**config.mk**
```make
export PLATFORM = sky130hd
export DESIGN_NAME = reg_file_mp_flat
export DESIGN_NICKNAME = d
export VERILOG_FILES = /design/src/rtl/regfile_pkg.sv /design/src/rtl/reg_file_mp_if.sv /design/src/rtl/reg_file_mp_clear_seq.sv /design/src/rtl/reg_file_mp.sv /design/src/flat_wrapper.sv
export SDC_FILE = /design/constraint.sdc
export NUM_CORES = 1
export LEC_CHECK = 0
export ABC_AREA = 1
export CORE_UTILIZATION = 25
export DETAILED_ROUTE_END_ITERATION = 10
export HOLD_SLACK_MARGIN = 0.06
export SETUP_SLACK_MARGIN = 0.5
export SLEW_MARGIN = 30
export SYNTH_ARGS = -nofsm -noshare
export SYNTH_HDL_FRONTEND = slang
export SYNTH_SLANG_ARGS = --single-unit
```
**constraint.sdc**
```tcl
create_clock -name clk -period 4.7 [get_ports clk]
set_clock_uncertainty 0.05 [all_clocks]
set_input_delay 0.94 -clock clk [delete_from_list [all_inputs] [get_ports clk]]
set_output_delay 0.94 -clock clk [all_outputs]
set_load 0.01 [all_outputs]
```
**src/rtl/regfile_pkg.sv**
```systemverilog
// Shared types and helpers for the multi-port register file.
// Provides the clear-sequencer state type and the address-width helper.
package regfile_pkg;

   typedef enum logic {
      CLEAR = 1'b0,
      RUN   = 1'b1
   } rf_state_t;

   function automatic int rf_aw(input int n);
      return $clog2(n);
   endfunction

endpackage

```
**src/rtl/reg_file_mp_if.sv**
```systemverilog
// Bus bundle for reg_file_mp: NRD read ports, one write port, debug tap.
// master drives addresses/enables/data, slave returns read data and ready.
interface reg_file_mp_if
   import regfile_pkg::*;
#(
   parameter int WIDTH = 32,
   parameter int NREGS = 16,
   parameter int NRD   = 2
);

   localparam int AW = rf_aw(NREGS);

   logic [NRD*AW-1:0]    rd_addr;
   logic [NRD-1:0]       rd_en_n;
   logic [NRD*WIDTH-1:0] rd_data;
   logic [AW-1:0]        wr_addr;
   logic [WIDTH-1:0]     wr_data;
   logic                 wr_en_n;
   logic                 ready;
   logic [AW-1:0]        dbg_sel;
   logic [WIDTH-1:0]     dbg_data;

   modport master (
      output rd_addr, rd_en_n, wr_addr, wr_data, wr_en_n, dbg_sel,
      input  rd_data, ready, dbg_data
   );

   modport slave (
      input  rd_addr, rd_en_n, wr_addr, wr_data, wr_en_n, dbg_sel,
      output rd_data, ready, dbg_data
   );

endinterface

```
**src/rtl/reg_file_mp_clear_seq.sv**
```systemverilog
// Post-reset clear sequencer: sweeps every register to zero, then flags ready.
// Ports: clk, rst (sync, active-high), o_ready, o_clr_we, o_clr_addr.
module regfile_clear_seq
   import regfile_pkg::*;
#(
   parameter int NREGS = 16,
   parameter int AW    = rf_aw(NREGS)
) (
   input  logic          clk,
   input  logic          rst,
   output logic          o_ready,
   output logic          o_clr_we,
   output logic [AW-1:0] o_clr_addr
);

   rf_state_t     r_state;
   logic [AW-1:0] r_ptr;
   logic          r_ready;

   always_ff @(posedge clk) begin
      if (rst) begin
         r_state <= CLEAR;
         r_ptr   <= '0;
         r_ready <= 1'b0;
      end else begin
         unique case (r_state)
            CLEAR: begin
               r_ptr <= r_ptr + 1'b1;
               // last register cleared on this edge
               if (r_ptr == AW'(NREGS - 1)) begin
                  r_state <= RUN;
                  r_ready <= 1'b1;
               end
            end
            RUN: begin
               r_state <= RUN;
            end
         endcase
      end
   end

   assign o_ready    = r_ready;
   assign o_clr_we   = (r_state == CLEAR);
   assign o_clr_addr = r_ptr;

endmodule

```
**src/rtl/reg_file_mp.sv**
```systemverilog
// Multi-port register file: NRD async read ports, one sync write port, debug tap.
// Ports: clk, rst (sync, active-high), bus (reg_file_mp_if.slave).
// Optional macro REGFILE_BYPASS_EN: same-cycle write-through to read ports.
module reg_file_mp
   import regfile_pkg::*;
#(
   parameter int               WIDTH    = 32,
   parameter int               NREGS    = 16,
   parameter int               NRD      = 2,
   parameter logic [WIDTH-1:0] IDLE_VAL = '1,
   parameter bit               R0_ZERO  = 1'b1
) (
   input logic          clk,
   input logic          rst,
   reg_file_mp_if.slave bus
);

   localparam int AW = rf_aw(NREGS);

   logic [WIDTH-1:0]          r_mem [NREGS];
   logic                      w_ready;
   logic                      w_clr_we;
   logic [AW-1:0]             w_clr_addr;
   logic                      w_usr_we;
   logic [NRD-1:0][WIDTH-1:0] w_rd;

   regfile_clear_seq #(
      .NREGS (NREGS),
      .AW    (AW)
   ) u_clr (
      .clk        (clk),
      .rst        (rst),
      .o_ready    (w_ready),
      .o_clr_we   (w_clr_we),
      .o_clr_addr (w_clr_addr)
   );

   // user writes only land in RUN, never on a reset edge, never to a hard r0
   assign w_usr_we = !rst && w_ready && !bus.wr_en_n &&
                     !(R0_ZERO && (bus.wr_addr == '0));

   always_ff @(posedge clk) begin
      if (w_clr_we) begin
         r_mem[w_clr_addr] <= '0;
      end else if (w_usr_we) begin
         r_mem[bus.wr_addr] <= bus.wr_data;
      end
   end

   for (genvar gi = 0; gi < NRD; gi++) begin : g_rd
      logic [AW-1:0] w_a;
      logic          w_z;
      logic          w_hit;

      assign w_a = bus.rd_addr[gi*AW +: AW];
      assign w_z = R0_ZERO && (w_a == '0);

`ifdef REGFILE_BYPASS_EN
      assign w_hit = !bus.wr_en_n && (w_a == bus.wr_addr);
`else
      assign w_hit = 1'b0;
`endif

      always_comb begin
         w_rd[gi] = IDLE_VAL;
         if (!bus.rd_en_n[gi] && w_ready) begin
            if (w_z) begin
               w_rd[gi] = '0;
            end else if (w_hit) begin
               w_rd[gi] = bus.wr_data;
            end else begin
               w_rd[gi] = r_mem[w_a];
            end
         end
      end
   end

   assign bus.rd_data  = w_rd;
   assign bus.ready    = w_ready;
   assign bus.dbg_data = (R0_ZERO && (bus.dbg_sel == '0)) ? '0
                                                          : r_mem[bus.dbg_sel];

endmodule
```
**src/flat_wrapper.sv**
```systemverilog
// flat-port wrapper written by rule: the top's interface ports become plain ports
module reg_file_mp_flat import regfile_pkg::*;
#(
   parameter int               WIDTH    = 32,
   parameter int               NREGS    = 16,
   parameter int               NRD      = 2,
   parameter logic [WIDTH-1:0] IDLE_VAL = '1,
   parameter bit               R0_ZERO  = 1'b1
)
  (clk, rst, bus_rd_addr, bus_rd_en_n, bus_wr_addr, bus_wr_data, bus_wr_en_n, bus_dbg_sel, bus_rd_data, bus_ready, bus_dbg_data);
  reg_file_mp_if #(.WIDTH(WIDTH), .NREGS(NREGS), .NRD(NRD)) bus_i ();
  input logic clk;
  input logic rst;
  input wire logic [$bits(bus_i.rd_addr)-1:0] bus_rd_addr;
  input wire logic [$bits(bus_i.rd_en_n)-1:0] bus_rd_en_n;
  input wire logic [$bits(bus_i.wr_addr)-1:0] bus_wr_addr;
  input wire logic [$bits(bus_i.wr_data)-1:0] bus_wr_data;
  input wire logic [$bits(bus_i.wr_en_n)-1:0] bus_wr_en_n;
  input wire logic [$bits(bus_i.dbg_sel)-1:0] bus_dbg_sel;
  output wire logic [$bits(bus_i.rd_data)-1:0] bus_rd_data;
  output wire logic [$bits(bus_i.ready)-1:0] bus_ready;
  output wire logic [$bits(bus_i.dbg_data)-1:0] bus_dbg_data;
  assign bus_i.rd_addr = bus_rd_addr;
  assign bus_i.rd_en_n = bus_rd_en_n;
  assign bus_i.wr_addr = bus_wr_addr;
  assign bus_i.wr_data = bus_wr_data;
  assign bus_i.wr_en_n = bus_wr_en_n;
  assign bus_i.dbg_sel = bus_dbg_sel;
  assign bus_rd_data = bus_i.rd_data;
  assign bus_ready = bus_i.ready;
  assign bus_dbg_data = bus_i.dbg_data;
  reg_file_mp #(.WIDTH(WIDTH), .NREGS(NREGS), .NRD(NRD), .IDLE_VAL(IDLE_VAL), .R0_ZERO(R0_ZERO)) u_core (.clk(clk), .rst(rst), .bus(bus_i));
endmodule
```
Word-level counts from Yosys, hierarchy flattened

Memory sizes are Yosys's and may differ from the RTL's.
Cells that the tools add are included.

Register bits after elaboration: 6
Memory bits (writable): 512
Input port bits: 53
Output and inout port bits: 97
Word-level logic and storage cells: 37
Memories kept: 1

Memory list:

| memory       | words | bits a word | read ports | clocked after memory_dff | write ports | line              | source |
|---|---|---|---|---|---|---|---|
| u_core.r_mem | 16    | 32          | 3          | 0                        | 1           | reg_file_mp.sv:20 | `logic [WIDTH-1:0] r_mem [NREGS];` |

Add/subtract/negate cells: 1
Equality and inequality tests: 1
Multiplexer cells: 14
Bitwise gates (word level): 1
Reduce and logical (&&, ||, !) cells: 16

Operator list:

| cell                                        | count |
|---|---|
| 2-to-1 mux 32 bit                           | 6 |
| OR reduction 32 bit                         | 1 |
| zero test 4 bit                             | 4 |
| 2-to-1 mux 1 bit                            | 6 |
| logical AND 1 bit                           | 5 |
| zero test 1 bit                             | 5 |
| adder 4 x 1 -> 4 bit, second input constant | 1 |
| equality test 4 bit, second input constant  | 1 |
| 2-to-1 mux 4 bit                            | 1 |
| one-hot mux 1 bit (2 select lines)          | 1 |
| AND reduction 2 bit                         | 1 |
| inverter 1 bit                              | 1 |

Depth between registers and ports, before layout

Depth in word-level cells: 9
Mapped depth: 13
Depth with buffers taken out: 10

Hierarchy

From an unflattened synthesis, not the netlist that was laid out.

Cell total of the unflattened synthesis: 4819
Area total of the unflattened synthesis: 33677.3 um^2

By module, submodules not included:

| module            | instances | cells each | area each (um^2) | seq. area each (um^2) |
|---|---|---|---|---|
| reg_file_mp       | 1         | 4788       | 33444.6          | 15374.7 |
| regfile_clear_seq | 1         | 31         | 232.7            | 120.1 |

Least setup slack after synthesis

No wires, ideal clock.

Path type: input-to-reg
Start point: in rst
End point: mem u_core.r_mem[0][0] (enable)
Library setup time: 421 ps
Arrival: 3155 ps
Data required time: 4229 ps
Setup slack: 1074 ps
Stages on the path: 8
Buffers on the path: 1
Cell sequence: buf_6 > nor3_4 > nand3_2 > nand2_1 > nand2_2 > inv_2 > nand2_2 > nor2_1

Cells in the longest elaborated chain, start to end: 9

Ends and longest elaborated chain:

| element                                                        | line               | source |
|---|---|---|
| start, declared                                                | flat_wrapper.sv:13 | `input logic rst;` |
| zero test 1 bit *                                              | reg_file_mp.sv:39  | `assign w_usr_we = !rst && w_ready && !bus.wr_en_n &&` |
| logical AND 1 bit * (3 in a row)                               | reg_file_mp.sv:39  |  |
| 2-to-1 mux 1 bit *                                             | reg_file_mp.sv:45  | `end else if (w_usr_we) begin` |
| 2-to-1 mux 1 bit *                                             | reg_file_mp.sv:43  | `if (w_clr_we) begin` |
| 2-to-1 mux 1 bit (not written as such) *                       | reg_file_mp.sv:46  | `r_mem[bus.wr_addr] <= bus.wr_data;` |
| OR reduction 32 bit (no line)                                  | n/a                |  |
| 2-to-1 mux 4 bit (no line) or 2-to-1 mux 1 bit (tied branches) | n/a                |  |
| end, declared                                                  | reg_file_mp.sv:20  |  |

Mark *: on every way between the ends. The rest lies on a longest branch, timed or not.

Worst setup path after layout

Start point: in bus_dbg_sel[1]
End point: out bus_dbg_data[22]

Cells in the longest elaborated chain, start to end: 2

Ends and longest elaborated chain:

| element                                                      | line               | source |
|---|---|---|
| start, declared                                              | flat_wrapper.sv:19 | `input wire logic [$bits(bus_i.dbg_sel)-1:0] bus_dbg_sel;` |
| memory read (16 x 32 bit) or zero test 4 bit (tied branches) | n/a                |  |
| 2-to-1 mux 32 bit *                                          | reg_file_mp.sv:80  | `assign bus.dbg_data = (R0_ZERO && (bus.dbg_sel == '0)) ? '0` |
| end, declared                                                | flat_wrapper.sv:22 | `output wire logic [$bits(bus_i.dbg_data)-1:0] bus_dbg_data;` |

Marks and branches as above.

==> reports/results.ini <==
[outcome]
status=completed

[setup_path]
crit_fanout=46
worst_setup_path_end_kind=output pin
worst_path_dominant_cell_family=buffers and inverters
cp.arrival_ns=3.17
path_cells=buf_8 > inv_4 > buf_12 > buf_12 > nand3_1 > nand2_1 > nand2_1 > nand2_1 > inv_1 > a21oi_1 > clkdlybuf4s50_1
max_stage_delay_ns=0.61
crit_path_frequent_cell=nand2_1
crit_slowest_cell=clkdlybuf4s50_1
worstSetupPathType=in2out
path_buf_inv=6
startpoint_type=primary input
cp.required_ns=3.71

[synth]
synth_top_family_by_area=simple AND/OR/NAND/NOR gates
syn_avg_cell_area_um2=6.98
synth_compound_area_share_pct=2.92
synthXorXnorAreaFrac_pct=0
synthMuxAreaShare_pct=0
synth_area_um2=33700
ys_warn_count=0
ys_seq_elements=518
synth-seq-area-share_pct=46.0
synth_cell_types=25
netlist_instances=4822
synth_nets=4876
yosys.area_share.simple_pct=39.1
synthAdderAreaFrac_pct=0.0372

[detailed_routing]
routed_via_density=5.03
drtAntennaViolNets=0
drc=0
wire_per_inst_um=20.5
drtIter0Drc=4419
drt_pass1_iterations=7
dr_total_vias=33600
wl_mm=137

[placement]
place_ws_ns=0.437
gp_congestion=0.864
port-buffer-count=149
dp_hpwl_mm=82.5

[global_route]
grt_pass1_vias=31800
grt_max_degree=120
grt_pass1_wl_mm=202
grt_overflow=0
track_usage_pct=19.6
antenna_found_initial=5

[clock_network]
htree_levels=2
cts_tree=done
clockRootBuffer=clkbuf_16
clkSlewWorstSetupHoldPaths_ns=0.06
cts_buffers=58
clock_path_buffers=3
hold_buffers=0
cts_sinks=518
clk_latency_ns=0.66

[flow_run]
max-cap-violations=0

[worst_hold_path]
hold_path_class=reg2reg

[sta]
tightestPinTransition_ns=0.930
rsz0062_at_grt=yes
totalNegativeSetupSlack_ns=0
max_slew_margin_pct=37.8
fmax_mhz=240
worst_slack_ns=0.538
hold_viol_final=0
period_share_pct=88.6
maxSlewViolCount=0
hold_ws_ns=0.452
period_needed_ns=4.16
setup_viol_count_final=0

[die]
fp.dieW_um=369
dieArea_um2=136000
die_y_um=369
core_area_um2=133000
initial_core_util_pct=25.2
ios=150
std_cell_rows=134

[pwr]
p_per_area_nw_per_um2=299
power_leakage_nw=18.0
peakVddDrop_mv=0.325

[layout]
num-nets-final=4919
final_common_cell=nand2_1
num_antenna_cells=0
final_cell_mix=nand2_1, nand3_1, inv_1, edfxtp_1, clkdlybuf4s50_1
final_layout_size_suffix_gt1_share_pct=6.72
syn2layout_area_growth_pct=18.9

## cells in the mapped netlist
cell / count / area share [%]
clkbuf_1: 64 / 0.71
nor2_2: 1 / 0.019
a21oi_1: 67 / 1.0
nor3_1: 2 / 0.030
o211ai_1: 64 / 1.4
inv_2: 16 / 0.18
a211oi_1: 1 / 0.022
nand2_1: 2097 / 23
nor4_2: 1 / 0.037
buf_6: 3 / 0.10
nand3_1: 966 / 14
nand4_1: 7 / 0.13
nor2_1: 63 / 0.70
dfxtp_1: 6 / 0.36
buf_1: 41 / 0.46
edfxtp_1: 512 / 46
nor4_1: 1 / 0.019
buf_2: 205 / 3.0
nor3_4: 1 / 0.048
ha_1: 1 / 0.037
inv_1: 643 / 7.2
nand2_2: 10 / 0.19
o21ai_0: 32 / 0.48
buf_4: 13 / 0.29
nand3_2: 5 / 0.15
## area by class of cell
cell class,count,area (um2)
Fill cell,14200,93400
Sequential cell,518,15500
Multi-Input combinational cell,3319,14400
Timing Repair Buffer,309,3440
Inverter,659,2510
Tap cell,1768,2210
Clock buffer,64,1500
Clock inverter,42,533
## final timing paths
path,start,endpoint,slack (ns),cells past startpoint
max reg2reg,u_core.u_clr.o_ready,u_core.r_mem[8][8],1.74,9
min reg2reg,u_core.u_clr.o_ready,u_core.u_clr.o_ready,0.45,2
max,bus_dbg_sel[1],bus_dbg_data[22],0.54,11
min,u_core.u_clr.o_ready,u_core.u_clr.o_ready,0.45,2
## where the power goes
part | internal [mW] | switching [mW]
clock | 2.95 | 2.01
sequential | 5.13 | 0.0250
combinational | 0.563 | 1.31
## tightest hold or removal path: cells and delay by family, from the launching register on
kind	cells	cell delay [ns]
flip-flops	1	0.32
AND/OR/NAND/NOR	2	0.14
## through the flow
stage | power [mW] | util (%) | cell area [um2] | cells
final | 12.0 | 30.0 | 40000 | 6679
after global routing | 12.3 | 30.0 | 40000 | 6679
after CTS | 12.0 | 29.9 | 39900 | 6673
after detailed placement | 7.06 | 28.4 | 37900 | 6567
after global placement | 7.05 | 28.4 | 37900 | 6567
after floorplan | 6.31 | - | 33700 | 4822
## sequential cells by signal, indices dropped and copies added (netlist names)
signal,cells
u_core.u_clr.r_state,1
u_core.u_clr.o_ready,1
u_core.u_clr.o_clr_addr,4
u_core.r_mem,512
## metal layers
metal | vias up | part of all wire (%) | track usage (%)
li1 | 15400 | - | -
met1 | 15700 | 41 | 26.4
met2 | 2113 | 43 | 30.1
met3 | 396 | 11 | 3.88
met4 | 8 | 4.6 | 8.68
met5 | - | 0.036 | 0
## logic make-up after synthesis
logic type / after synthesis
simple gates: 3154
buf+inv: 985
flops: 518
compound gates: 164
fa+ha+maj: 1
## timing repair
action / 4_1_cts / 5_1_grt
setup buffers: 0 / 5
pin swaps: 0 / 3
cloned: 0 / 1
setup endpoints to repair: 3 / 37
gates resized for setup: 3 / 10
Power figures use the tool's default switching activity.
